**config.mk**
```make
export PLATFORM = sky130hd
export DESIGN_NAME = imem_boot_ctrl
export DESIGN_NICKNAME = d
export VERILOG_FILES = /design/src/rtl/imem_boot_pkg.sv /design/src/rtl/imem_byte_packer.sv /design/src/rtl/imem_boot_ctrl.sv
export SDC_FILE = /design/constraint.sdc
export NUM_CORES = 1
export LEC_CHECK = 0
export BUFFER_PORTS_ARGS = -buffer_cell sky130_fd_sc_hd__buf_2
export CAP_MARGIN = 20
export CORE_MARGIN = 3
export CORE_UTILIZATION = 30
export DETAILED_ROUTE_END_ITERATION = 7
export PLACE_DENSITY = 0.54
export SKIP_LAST_GASP = 1
export SYNTH_ARGS = -nofsm -noshare
export SYNTH_HDL_FRONTEND = slang
export SYNTH_SLANG_ARGS = --single-unit
```
**constraint.sdc**
```tcl
create_clock -name clk -period 8.2 [get_ports clk]
set_input_delay 1.64 -clock clk [delete_from_list [all_inputs] [get_ports clk]]
set_output_delay 1.64 -clock clk [all_outputs]
set_load 0.03 [all_outputs]
```
**src/rtl/imem_boot_pkg.sv**
```systemverilog
`default_nettype none
// +----------------------------------------------------------------------------+
// | Module  : imem_boot_pkg                                                    |
// | Purpose : Shared definitions for the instruction-memory boot loader:       |
// |           default memory geometry and the controller state encoding.      |
// | Ports   : none (package)                                                   |
// | Options : IMEM_BOOT_CKSUM_EN (used by imem_boot_ctrl) enables the trailing |
// |           checksum byte and the CHECK state.                               |
// | Rev     : 1.0  initial release                                             |
// +----------------------------------------------------------------------------+
package imem_boot_pkg;

  localparam int IMEM_WORDS_DEF = 256;
  localparam int ADDR_W_DEF     = 8;

  typedef enum logic [2:0] {
    ST_IDLE  = 3'd0,
    ST_RECV  = 3'd1,
    ST_WRITE = 3'd2,
    ST_CHECK = 3'd3,
    ST_DONE  = 3'd4
  } boot_state_e;

endpackage : imem_boot_pkg
`default_nettype wire

```
**src/rtl/imem_byte_packer.sv**
```systemverilog
`default_nettype none
// +----------------------------------------------------------------------------+
// | Module  : imem_byte_packer                                                 |
// | Purpose : Little-endian byte-to-word assembly for the boot loader.         |
// |           Each accepted byte enters at the top of a shift register so      |
// |           that after four bytes lane 0 sits in [7:0] and lane 3 in [31:24].|
// | Ports   : clk, rst       clock / async active-high reset                   |
// |           clr            restart assembly at lane 0                        |
// |           shift          a byte is accepted this cycle                     |
// |           byte_in[7:0]   the byte being accepted                           |
// |           lane_last      current lane is 3 (this byte completes a word)    |
// |           word_next[31:0] word as it stands including byte_in             |
// | Rev     : 1.0  initial release                                             |
// +----------------------------------------------------------------------------+
module imem_byte_packer (
  input  logic        clk,
  input  logic        rst,
  input  logic        clr,
  input  logic        shift,
  input  logic [7:0]  byte_in,
  output logic        lane_last,
  output logic [31:0] word_next
);

  // Only three bytes ever need storing: the fourth is consumed directly from
  // byte_in in the same cycle the completed word is captured by the parent.
  logic [23:0] sr_q, sr_d;
  logic [1:0]  lane_q, lane_d;

  assign word_next = {byte_in, sr_q};
  assign lane_last = (lane_q == 2'd3);

  always_comb begin
    sr_d   = sr_q;
    lane_d = lane_q;
    if (clr) begin
      sr_d   = '0;
      lane_d = 2'd0;
    end else if (shift) begin
      sr_d   = word_next[31:8];
      lane_d = lane_q + 2'd1;   // natural 2-bit wrap 3 -> 0
    end
  end

  always_ff @(posedge clk or posedge rst) begin
    if (rst) begin
      sr_q   <= '0;
      lane_q <= 2'd0;
    end else begin
      sr_q   <= sr_d;
      lane_q <= lane_d;
    end
  end

endmodule : imem_byte_packer
`default_nettype wire

```
**src/rtl/imem_boot_ctrl.sv**
```systemverilog
`default_nettype none
// +----------------------------------------------------------------------------+
// | Module  : imem_boot_ctrl                                                   |
// | Purpose : Loads a program into instruction memory from a byte stream      |
// |           while holding the core in reset. Bytes are packed little-endian |
// |           into 32-bit words and written to consecutive word addresses.    |
// | Ports   : clk, rst          clock / async active-high reset               |
// |           start, word_count load request and word count (clamped)         |
// |           byte_valid/_data  loader byte stream, byte_ready handshake      |
// |           imem_we/_waddr/_wdata  instruction-memory write port            |
// |           core_rst, busy, done, err  status to the rest of the SoC        |
// | Options : IMEM_BOOT_CKSUM_EN -- when defined, a trailing checksum byte     |
// |           (mod-256 sum of all data bytes) is accepted in CHECK and err    |
// |           is set on mismatch. Undefined: no CHECK state, err tied to 0.   |
// | Rev     : 1.0  initial release                                             |
// +----------------------------------------------------------------------------+
module imem_boot_ctrl
  import imem_boot_pkg::*;
#(
  parameter int IMEM_WORDS = IMEM_WORDS_DEF,
  parameter int ADDR_W     = ADDR_W_DEF
) (
  input  logic              clk,
  input  logic              rst,
  input  logic              start,
  input  logic [ADDR_W:0]   word_count,
  input  logic              byte_valid,
  input  logic [7:0]        byte_data,
  output logic              byte_ready,
  output logic              imem_we,
  output logic [ADDR_W-1:0] imem_waddr,
  output logic [31:0]       imem_wdata,
  output logic              core_rst,
  output logic              busy,
  output logic              done,
  output logic              err
);

  localparam logic [ADDR_W:0] MAX_COUNT = (ADDR_W+1)'(IMEM_WORDS);

  boot_state_e       state_q, state_d;
  logic [ADDR_W:0]   count_q, count_d;
  logic [ADDR_W:0]   idx_q, idx_d;
  logic [ADDR_W:0]   idx_inc;
  logic [ADDR_W:0]   start_count;
  logic [ADDR_W-1:0] waddr_q, waddr_d;
  logic [31:0]       wdata_q, wdata_d;
  logic              xfer;
  logic              last_word;
  logic              pk_clr, pk_shift, pk_last;
  logic [31:0]       pk_word;

  // Counts beyond the memory depth are clamped, so the index can never
  // address past IMEM_WORDS-1.
  assign start_count = (word_count > MAX_COUNT) ? MAX_COUNT : word_count;
  assign idx_inc     = idx_q + (ADDR_W+1)'(1);
  assign last_word   = (idx_inc == count_q);
  assign xfer        = byte_valid & byte_ready;

  imem_byte_packer u_packer (
    .clk       (clk),
    .rst       (rst),
    .clr       (pk_clr),
    .shift     (pk_shift),
    .byte_in   (byte_data),
    .lane_last (pk_last),
    .word_next (pk_word)
  );

  // ---------------------------------------------------------------- state reg
  always_ff @(posedge clk or posedge rst) begin
    if (rst) begin
      state_q <= ST_IDLE;
    end else begin
      state_q <= state_d;
    end
  end

  // --------------------------------------------------------------- next state
  always_comb begin
    state_d = state_q;
    case (state_q)
      ST_IDLE: begin
        if (start) begin
          state_d = (start_count == '0) ? ST_DONE : ST_RECV;
        end
      end
      ST_RECV: begin
        if (xfer && pk_last) begin
          state_d = ST_WRITE;
        end
      end
      ST_WRITE: begin
        if (last_word) begin
`ifdef IMEM_BOOT_CKSUM_EN
          state_d = ST_CHECK;
`else
          state_d = ST_DONE;
`endif
        end else begin
          state_d = ST_RECV;
        end
      end
`ifdef IMEM_BOOT_CKSUM_EN
      ST_CHECK: begin
        if (xfer) begin
          state_d = ST_DONE;
        end
      end
`endif
      ST_DONE: state_d = ST_IDLE;
      default: state_d = ST_IDLE;
    endcase
  end

  // ------------------------------------------------------------------ outputs
  always_comb begin
    byte_ready = (state_q == ST_RECV);
`ifdef IMEM_BOOT_CKSUM_EN
    byte_ready = byte_ready | (state_q == ST_CHECK);
`endif
    imem_we    = (state_q == ST_WRITE);
    busy       = (state_q != ST_IDLE);
    done       = (state_q == ST_DONE);
    // The core stays in reset both while loading and while rst itself is high.
    core_rst   = rst | (state_q != ST_IDLE);
    imem_waddr = waddr_q;
    imem_wdata = wdata_q;
  end

  // ------------------------------------------------------------- datapath
  always_comb begin
    count_d  = count_q;
    idx_d    = idx_q;
    waddr_d  = waddr_q;
    wdata_d  = wdata_q;
    pk_clr   = 1'b0;
    pk_shift = 1'b0;
    case (state_q)
      ST_IDLE: begin
        if (start) begin
          count_d = start_count;
          idx_d   = '0;
          pk_clr  = 1'b1;
        end
      end
      ST_RECV: begin
        if (xfer) begin
          pk_shift = 1'b1;
          // Capture address and word on the completing byte so they are
          // already stable during the single WRITE cycle, and then hold.
          if (pk_last) begin
            waddr_d = idx_q[ADDR_W-1:0];
            wdata_d = pk_word;
          end
        end
      end
      ST_WRITE: idx_d = idx_inc;
      default: ;
    endcase
  end

  always_ff @(posedge clk or posedge rst) begin
    if (rst) begin
      count_q <= '0;
      idx_q   <= '0;
      waddr_q <= '0;
      wdata_q <= '0;
    end else begin
      count_q <= count_d;
      idx_q   <= idx_d;
      waddr_q <= waddr_d;
      wdata_q <= wdata_d;
    end
  end

  // ------------------------------------------------------------- checksum
`ifdef IMEM_BOOT_CKSUM_EN
  logic [7:0] sum_q, sum_d;
  logic       err_q, err_d;

  always_comb begin
    sum_d = sum_q;
    err_d = err_q;
    if (state_q == ST_IDLE && start) begin
      sum_d = '0;
      err_d = 1'b0;
    end else if (state_q == ST_RECV && xfer) begin
      sum_d = sum_q + byte_data;
    end else if (state_q == ST_CHECK && xfer) begin
      err_d = (byte_data != sum_q);
    end
  end

  always_ff @(posedge clk or posedge rst) begin
    if (rst) begin
      sum_q <= '0;
      err_q <= 1'b0;
    end else begin
      sum_q <= sum_d;
      err_q <= err_d;
    end
  end

  assign err = err_q;
`else
  assign err = 1'b0;
`endif

endmodule : imem_boot_ctrl
`default_nettype wire

```
==> results of run 1 <==
[sequential cells by signal, indices dropped and copies added (netlist names)]
register,cells
idx_q,9
u_packer.sr_q,24
state_q,3
u_packer.lane_q,2
imem_wdata,32
count_q,9
imem_waddr,8
[power breakdown]
| group | internal [mW] | switching [mW] | total [mW] | leakage (nW) |
|---|---|---|---|---|
| Combinational | 0.235 | 0.364 | 0.599 | 0.878 |
| Sequential | 0.599 | 0.118 | 0.716 | 1.14 |
| Clock | 0.209 | 0.175 | 0.384 | 0.142 |
[routing by layer]
metal	vias to the layer above	GRT usage, %	wire length [um]	share of wire (%)
li1	1207	-	-	-
met1	1246	18.1	3910	50
met2	64	17.7	3490	44
met3	10	2.31	356	4.5
met4	0	6.04	142	1.8
met5	-	0	0	0
[cells in the final DEF, fill, tap and decap left out, types with 2 or more instances in the layout]
cell and instances:
clkinv_4 3, dfrtp_1 87, a31oi_1 3, ha_1 2, nand2_1 22, nor3_1 5, xnor2_1 5, o21ai_0 16
xor2_1 5, and2_1 3, o21ai_1 3, mux2_1 2, a21o_1 2, o31ai_1 2, a22o_1 25, clkbuf_16 9
o41ai_1 3, nand2b_1 9, mux2_2 39, nand4_1 3, a21oi_1 7, nand3_1 7, buf_2 65, clkinv_2 3
nor2_1 7
[final timing paths]
kind / end / slack [ns] / start
min in group asynchronous: imem_wdata[8]$_DFFE_PP0P_ / 1.38 / rst
worst max-delay path: core_rst / 3.85 / rst
worst max register to register: u_packer.lane_q[0]$_DFFE_PP0P_ / 5.68 / state_q[2]$_DFFE_PP0P_
worst min register to register: imem_wdata[16]$_DFFE_PP0P_ / 0.49 / imem_wdata[16]$_DFFE_PP0P_
worst min-delay path: imem_wdata[16]$_DFFE_PP0P_ / 0.49 / imem_wdata[16]$_DFFE_PP0P_
max in group asynchronous: imem_waddr[0]$_DFFE_PP0P_ / 5.74 / rst
[cell type report]
class                   count  area, um^2  share of cell area, %
clock buffers               9         225                   5.09
well taps                 164         205                   4.64
clock inverters             7        56.3                   1.27
multi-input cells         190        1410                   32.0
repair buffers             66         333                   7.52
inverters                   3        12.5                  0.283
flip-flops and latches     87        2180                   49.2
[cells by family (layout without fill, tap and decap cells)]
logic type               after synthesis  count (layout)  share of synthesized area (%)
flip-flops                            87              87                           58.8
AND/OR/NAND/NOR                       71              71                           10.2
AO/OA/AOI/OAI                         65              65                           12.3
multiplexers                          41              41                           12.5
buffers and inverters                 23              85                           3.17
XOR/XNOR                              10              10                           2.36
adder cells (fa/ha/maj)                2               2                          0.675
other                                  1               1                          0.101
==> qor.yml, run 1 <==
worst_setup_path:
  worst_path_largest_cell_delay_ns: 0.51
  worst-path-stages: 4
  path_cells: "buf_2 -> clkinv_2 -> nand2_1 -> buf_2"
  path_buf_inv: 3
  cpMostUsedCell: "buf_2"
  cp_top_family: "buffers and inverters"
  worstSetupEndpointType: "output port"
  worstPathRequired_ns: 6.56
  worstSetupStartpointType: "primary input"
  cp.arrival_ns: 2.71
  crit_slowest_cell: "clkinv_2"
  worstSetupPathType: "in2out"
  path_max_fanout: 40
  r2r_cells: 4
power_and_ir_drop:
  power.leakage_nw: 2.16
  peakVddDrop_mv: 0.125
  power.density_nw_per_um2: 384
  power_mw: 1.70
cts:
  worstSkewPairLatency_ns: 0.34
  htree_levels: 3
  cts-root-buf: "clkbuf_16"
  clock-sinks: 87
  ctsHoldBuffers: 0
  cts_made_buffers: 9
  ctsResizeCount: 0
  cts_buffer_depth: 2
  post_cts.repair.setup_buffers: 0
  tritoncts: "yes"
  path_clk_slew_ns: 0.07
drt:
  first_pass_iters: 4
  dr.first_iter.drc_count: 170
  routed_wl_um: 7900
  avgViaCountPerCell: 4.80
  wl_per_cell_um: 15.0
  num_vias: 2527
  drcViolationCount: 0
  ant_nets: 0
placement:
  globalplace.congestion: 0.796
  pre_cts_ws_ns: 3.78
  dp_hpwl_um: 5440
  portBuffers: 65
  dp_cells: 510
  dpl_cell_area_um2: 4140
final_layout:
  layout.cells.non_filler: 526
  stdcell_area_um2: 4420
  fin_nets: 380
  nFillCells: 1156
  drive_gt1_share_pct: 35.6
  area_growth_pct: 19.4
  utilization_pct: 37.6
  antennaDiodeCount: 0
logic_synthesis:
  synthCells: 300
  synth.top_cell.area_share_pct: 58.8
  synth-async-reset-ratio_pct: 100
  ys_top_cells_by_count: "dfrtp_1 (87), mux2_2 (39), a22o_1 (25)"
  synth-edff-count: 0
  synth-seq-cells: 87
  ys.flop_type: "dfrtp_1"
  ys_seq_area_share_pct: 58.8
  ys_types: 45
  netlist_area_um2: 3700
  mappedNetlistNets: 323
  yosysMostFrequentCell: "dfrtp_1"
  synth_top_cell_by_area: "dfrtp_1"
  synth.avg_cell_area_um2: 12.3
  yosys_warnings: 0
  synth_area_leaders: "dfrtp_1 (59%), mux2_2 (12%), a22o_1 (5.9%), nand2_1 (2.2%), o21ai_0 (2.2%)"
die:
  initial_utilization_pct: 31.5
  die_width_um: 117
  core_um2: 11800
  num_io_pins: 67
  die_h_um: 117
  die_area_um2: 13700
  rows: 39
global_route:
  gr-total-overflow: 0
  grt_pass1_vias: 2492
  grt_max_degree: 50
  track_usage_pct: 12.4
  grt_pass1_wl_um: 13200
  antenna_found_initial: 0
worst_hold_path:
  hold_path_class: "reg2reg"
  hold_depth: 1
job:
  cap_violations: 0
sta:
  finalCriticalPeriod_ns: 4.35
  hold-worst-slack_ns: 0.489
  fin_worst_skew_ns: 0.00705
  final-max-slew-violation-count: 0
  hold_viol: 0
  fin_tns_setup_ns: 0
  period_share_pct: 53.0
  setup_slack_ns: 3.85
  rsz0062_at_grt: "no"
  max_slew.worst_pin.slew_ns: 1.09
  setup_viol: 0
  relSlewSlack_pct: 27.3
  fmax_mhz: 230
outcome:
  outcome: "finished clean"
Note: power is estimated with default switching activity, not from simulation.
==> run 2: changes to the inputs <==
Settings changed: PLACE_DENSITY 0.54 to 0.56.
Clock period 8.2 ns to 3.52 ns, I/O delays scaled along.
==> run 2 against run 1 <==
Against the previous run: sequential power increased by 130%; register-to-register slack got worse by 4.3 ns; combinational power increased by 140%; cell count increased by 0.57%; total power increased by 130%.
==> qor.yml, run 2 (synthesis gave the netlist of run 1 again) <==
cts:
  worstSkewPairLatency_ns: 0.33  # about the same
  cts-root-buf: "clkbuf_16"
  path_clk_slew_ns: 0.06  # about the same
  ctsResizeCount: 0  # unchanged
  cts_buffer_depth: 2  # unchanged
  tritoncts: "yes"
  post_cts.repair.setup_buffers: 0  # unchanged
  cts_made_buffers: 9  # unchanged
  htree_levels: 3  # unchanged
  ctsHoldBuffers: 0  # unchanged
  clock-sinks: 87  # unchanged
final_layout:
  fin_nets: 383  # +0.79%
  layout_commonest_cell: "dfrtp_1"
  drive_gt1_share_pct: 36.2  # +0.53 points
  area_growth_pct: 20.6
  largest_register_ffs: 32  # unchanged
  utilization_pct: 38.0  # +0.39 points
  antennaDiodeCount: 0  # unchanged
  layout_common_cells: "dfrtp_1 (87), buf_2 (65), mux2_2 (39), a22o_1 (25), nand2_1 (22)"
  stdcell_area_um2: 4470  # +1.0%
worst_setup_path:
  worst_path_largest_cell_delay_ns: 0.41  # -0.10 ns
  path_max_fanout: 15  # -63%
  cp.arrival_ns: 1.73  # -0.98 ns
  worstPathRequired_ns: 2.82  # -3.74 ns
  worstSetupPathType: "reg2out"
  crit_slowest_cell: "or2_1"
  worstSetupStartpointType: "flip-flop"
  worstSetupEndpointType: "output port"
  path_cells: "nand2b_1 -> or2_1 -> inv_2 -> buf_2"
placement:
  dpl_cell_area_um2: 4160  # +0.42%
  globalplace.congestion: 0.815  # +2.4%
  dp_hpwl_um: 5290  # -2.8%
  portBuffers: 65  # unchanged
sta:
  period_share_pct: 69.2
  hold_viol: 0  # unchanged
  final-max-slew-violation-count: 0  # unchanged
  setup_viol: 0  # unchanged
  fin_worst_skew_ns: 0.00590  # -0.00115 ns
  relSlewSlack_pct: 34.0  # +6.7 points
  fmax_mhz: 410
  max_slew.worst_pin.slew_ns: 0.990  # -0.0987 ns
  finalCriticalPeriod_ns: 2.44
  rsz0062_at_grt: "no"
  fin_tns_setup_ns: 0  # unchanged
die:
  die_area_um2: 13700  # unchanged
  initial_utilization_pct: 31.5  # unchanged
  rows: 39  # unchanged
  die_h_um: 117  # unchanged
  num_io_pins: 67  # unchanged
  core_um2: 11800  # unchanged
  die_width_um: 117  # unchanged
drt:
  first_pass_iters: 4  # unchanged
  wl_per_cell_um: 14.8  # -1.4%
  ant_nets: 0  # unchanged
  routed_wl_um: 7830  # -0.81%
  avgViaCountPerCell: 4.74  # -1.2%
  dr.first_iter.drc_count: 171  # +0.59%
  num_vias: 2510  # -0.67%
  drcViolationCount: 0  # unchanged
global_route:
  track_usage_pct: 12.1  # -0.34 points
  grt_pass1_wl_um: 12900  # -2.1%
  top_usage_layer: "met1"
  met3_usage_pct: 2.26  # -0.051 points
  use_met1_pct: 17.9  # -0.25 points
  grtUsageMet2_pct: 16.7  # -1.0 points
  gr-total-overflow: 0  # unchanged
  grt_max_degree: 88  # +76%
  antenna_found_initial: 0  # unchanged
  grt_pass1_vias: 2465  # -1.1%
power_and_ir_drop:
  power.leakage_nw: 2.18  # +0.75%
  pwr-share-comb_pct: 35.8  # +0.6 points
  seqPwrFrac_pct: 41.8  # -0.4 points
  peakVddDrop_mv: 0.305  # +140%
  switchingPower_mw: 1.52  # +130%
  swShare_pct: 38.2  # -0.46 points
  power.density_nw_per_um2: 889  # +130%
  p_clk_share_pct: 22.4  # -0.2 points
  internal-power_mw: 2.46  # +140%
worst_hold_path:
  hold_path_class: "in2async"
outcome:
  outcome: "finished clean"
job:
  cap_violations: 0  # unchanged
[run 2: cell count changes in the layout (fill, tap and decap cells not counted), sizes merged]
cell / before / now
clkinv: 6 / 3
clkinvlp: 0 / 2
buf: 66 / 69
clkbuf: 9 / 10
[run 2: power groups by stage]
stage / combinational, mW / sequential (mW) / clock, mW
after floorplan: 0.677 / 2.00 / 0
after global placement: 1.42 / 1.68 / 0
after detailed placement: 1.44 / 1.69 / 0
after CTS: 1.44 / 1.67 / 0.920
after global routing: 1.55 / 1.73 / 0.962
final: 1.42 / 1.66 / 0.890
[run 2: through the flow]
stage	cells	power [mW]	setup slack (ns)	hold WS [ns]
after global routing	529	4.24	0.990	0.465
after floorplan	300	2.68	0.283	0.461
after global placement	512	3.09	1.32	0.469
after CTS	528	4.03	1.08	0.496
after detailed placement	512	3.12	1.28	0.477
final	529	3.98	1.08	0.447
[run 2: final cells by class]
class / instances / area [um^2]
Tap cell: 164 / 205
Multi-Input combinational cell: 190 / 1410
Timing Repair Buffer: 69 / 375
Clock buffer: 10 / 239
Sequential cell: 87 / 2180
Fill cell: 1149 / 7290
Inverter: 3 / 15.0
Clock inverter: 6 / 43.8
[run 2: worst max-delay path, delay by kind of cell (launching register included)]
kind,cells,cell delay [ns]
buffers and inverters,2,0.42
DFF,1,0.40
and+or+nand+nor,2,0.57
[run 2: per-layer routing]
| metal | routed length [um] | up-vias |
|---|---|---|
| li1 | - | 1209 |
| met1 | 3960 | 1218 |
| met2 | 3370 | 75 |
| met3 | 380 | 8 |
| met4 | 128 | 0 |
| met5 | 0 | - |
[run 2: worst paths after layout]
kind                                       startpoint                         end  slack (ns)  depth (start not counted)
setup / recovery               state_q[0]$_DFFE_PP0P_                     imem_we        1.08                          4
hold reg to reg            imem_wdata[16]$_DFFE_PP0P_  imem_wdata[16]$_DFFE_PP0P_        0.49                          1
min in group clk           imem_wdata[16]$_DFFE_PP0P_  imem_wdata[16]$_DFFE_PP0P_        0.49                          1
hold / removal                                    rst      count_q[0]$_DFFE_PP0P_        0.45                          3
setup reg to reg               state_q[2]$_DFFE_PP0P_   imem_waddr[1]$_DFFE_PP0P_        1.36                          3
max in group asynchronous                         rst  imem_wdata[27]$_DFFE_PP0P_        2.46                          4
==> run 3: changes to the inputs <==
Clock period 3.52 ns to 2.05 ns, I/O delays scaled along.
==> run 3 against run 2 <==
Against the previous run: clock skew is 0.0020 ns higher; worst setup slack worse by 0.93 ns; routed wire length is 3.5% higher; critical path depth is 1 higher; sequential power is 70% higher; critical endpoint is now state_q[0]$_DFFE_PP0P_; highest routed layer unchanged.
==> qor.yml, run 3 (synthesis gave the netlist of run 1 again) <==
worst_setup_path:
  r2r-start: "idx_q[3]$_DFFE_PP0P_"
  worstSetupEndpointType: "flip-flop"
  worstPathRequired_ns: 2.25  # -0.57 ns
  path_max_fanout: 9  # -6
  cp.arrival_ns: 2.10  # +0.37 ns
  rr_endpoint: "state_q[0]$_DFFE_PP0P_"
  worstSetupPathType: "reg2reg"
  worstSetupStartpointType: "flip-flop"
  r2r_slack_ns: 0.16  # -1.20 ns
  r2r_cells: 5  # +2
die:
  core_um2: 11800  # unchanged
  die_area_um2: 13700  # unchanged
  initial_utilization_pct: 31.5  # unchanged
  die_width_um: 117  # unchanged
  die_h_um: 117  # unchanged
  rows: 39  # unchanged
  num_io_pins: 67  # unchanged
placement:
  portBuffers: 65  # unchanged
  pre_cts_ws_ns: 0.108  # -1.17 ns
  globalplace.congestion: 0.772  # -5.3%
  dp_hpwl_um: 5560  # +5.1%
final_layout:
  largest_register_ffs: 32  # unchanged
  antennaDiodeCount: 0  # unchanged
  drive_gt1_share_pct: 38.5  # +2.3 points
  area_growth_pct: 23.6
  layout_commonest_cell: "dfrtp_1"
  fin_nets: 392  # +2.3%
  layout_common_cells: "dfrtp_1 (87), buf_2 (65), mux2_2 (39), a22o_1 (25), nand2_1 (21)"
drt:
  drcViolationCount: 0  # unchanged
  wl_per_cell_um: 15.1  # +1.8%
  dr.first_iter.drc_count: 127  # -26%
  routed_wl_um: 8110  # +3.5%
  ant_nets: 0  # unchanged
  num_vias: 2551  # +1.6%
  avgViaCountPerCell: 4.74  # about the same
  first_pass_iters: 4  # unchanged
global_route:
  grt_pass1_wl_um: 13200  # +1.8%
  gr-total-overflow: 0  # unchanged
  grt_max_degree: 88  # unchanged
  grt_pass1_vias: 2541  # +3.1%
  track_usage_pct: 12.3  # +0.23 points
  antenna_found_initial: 0  # unchanged
power_and_ir_drop:
  seqPwrFrac_pct: 40.0  # -1.8 points
  power_mw: 7.09  # +78%
  peakVddDrop_mv: 0.648  # +110%
  power.density_nw_per_um2: 1550  # +74%
  power.leakage_nw: 2.23  # +2.5%
  p_clk_share_pct: 24.1  # +1.7 points
  internal-power_mw: 4.44  # +81%
  swShare_pct: 37.3  # -0.88 points
  switchingPower_mw: 2.65  # +74%
  pwr-share-comb_pct: 36.0  # +0.2 points
sta:
  fin_worst_skew_ns: 0.00788  # +0.00198 ns
  period_share_pct: 92.4
  relSlewSlack_pct: 63.4  # +29 points
  finalCriticalPeriod_ns: 1.89
  setup_viol: 0  # unchanged
  max_slew.worst_pin.slew_ns: 0.548  # -0.442 ns
  hold_viol: 0  # unchanged
  final-max-slew-violation-count: 0  # unchanged
  fmax_mhz: 528
  setup_slack_ns: 0.155  # -0.928 ns
cts:
  cts_made_buffers: 9  # unchanged
  clock-sinks: 87  # unchanged
  cts-root-buf: "clkbuf_16"
  htree_levels: 3  # unchanged
  tritoncts: "yes"
  cts_buffer_depth: 2  # unchanged
  worstSkewPairLatency_ns: 0.34  # about the same
  path_clk_slew_ns: 0.07  # about the same
outcome:
  outcome: "finished clean"
worst_hold_path:
  hold_path_class: "in2async"
job:
  cap_violations: 0  # unchanged
run 3: cell type report:
cell class                      count  area, um^2
Clock buffer                       11         253
Multi-Input combinational cell    190        1420
Tap cell                          164         205
Timing Repair Buffer               78         443
Inverter                            3        15.0
Fill cell                        1144        7180
Sequential cell                    87        2180
Clock inverter                      5        63.8
run 3: through the flow:
step | TNS, ns | std cells | utilization [%] | hold slack (ns) | area [um^2]
after CTS | 0 | 535 | 38.6 | 0.245 | 4540
after floorplan | -0.469 | 300 | - | 0.461 | 3710
after global routing | -0.00677 | 538 | 39.0 | 0.273 | 4580
after global placement | 0 | 519 | 35.9 | 0.470 | 4230
final | 0 | 538 | 39.0 | 0.222 | 4580
after detailed placement | 0 | 519 | 35.9 | 0.478 | 4230
run 3: routing by layer:
metal / vias to the layer above / track usage [%] / part of all wire, %
li1: 1224 / - / -
met1: 1262 / 17.8 / 49
met2: 55 / 17.5 / 45
met3: 10 / 3.19 / 5.0
met4: 0 / 5.28 / 1.6
met5: - / 0 / 0
run 3: how the worst max path moves through the flow:
stage	startpoint	slack, ns	endpoint	cells past startpoint
floorplan	rst	-0.47	core_rst	2
global placement	idx_q[0]$_DFFE_PP0P_	0.13	state_q[0]$_DFFE_PP0P_	6
detailed placement	idx_q[0]$_DFFE_PP0P_	0.11	state_q[0]$_DFFE_PP0P_	6
CTS	idx_q[0]$_DFFE_PP0P_	0.08	state_q[0]$_DFFE_PP0P_	6
global route	idx_q[2]$_DFFE_PP0P_	-0.007	state_q[0]$_DFFE_PP0P_	5
finish	idx_q[3]$_DFFE_PP0P_	0.16	state_q[0]$_DFFE_PP0P_	5
run 3: power by group through the flow:
stage / clock network, mW / logic, mW / registers (mW)
2_1_floorplan: 0 / 1.16 / 3.44
3_3_place_gp: 0 / 2.50 / 2.84
3_5_place_dp: 0 / 2.55 / 2.87
4_1_cts: 1.76 / 2.56 / 2.84
5_1_grt: 1.81 / 2.77 / 2.94
6_report: 1.71 / 2.55 / 2.83
run 3: timing repair:
item | CTS | global route
hold buffers | 0 | 0
gates resized for setup | 0 | 2
buffers inserted | 0 | 2
setup endpoints to repair | 0 | 2
run 3: worst max-delay path, stage by stage, from the launching register on:
cell	delay [ns]
dfrtp_1	0.51
nand4_1	0.28
or4_1	0.57
o22ai_1	0.16
or3_4	0.16
a31oi_1	0.07
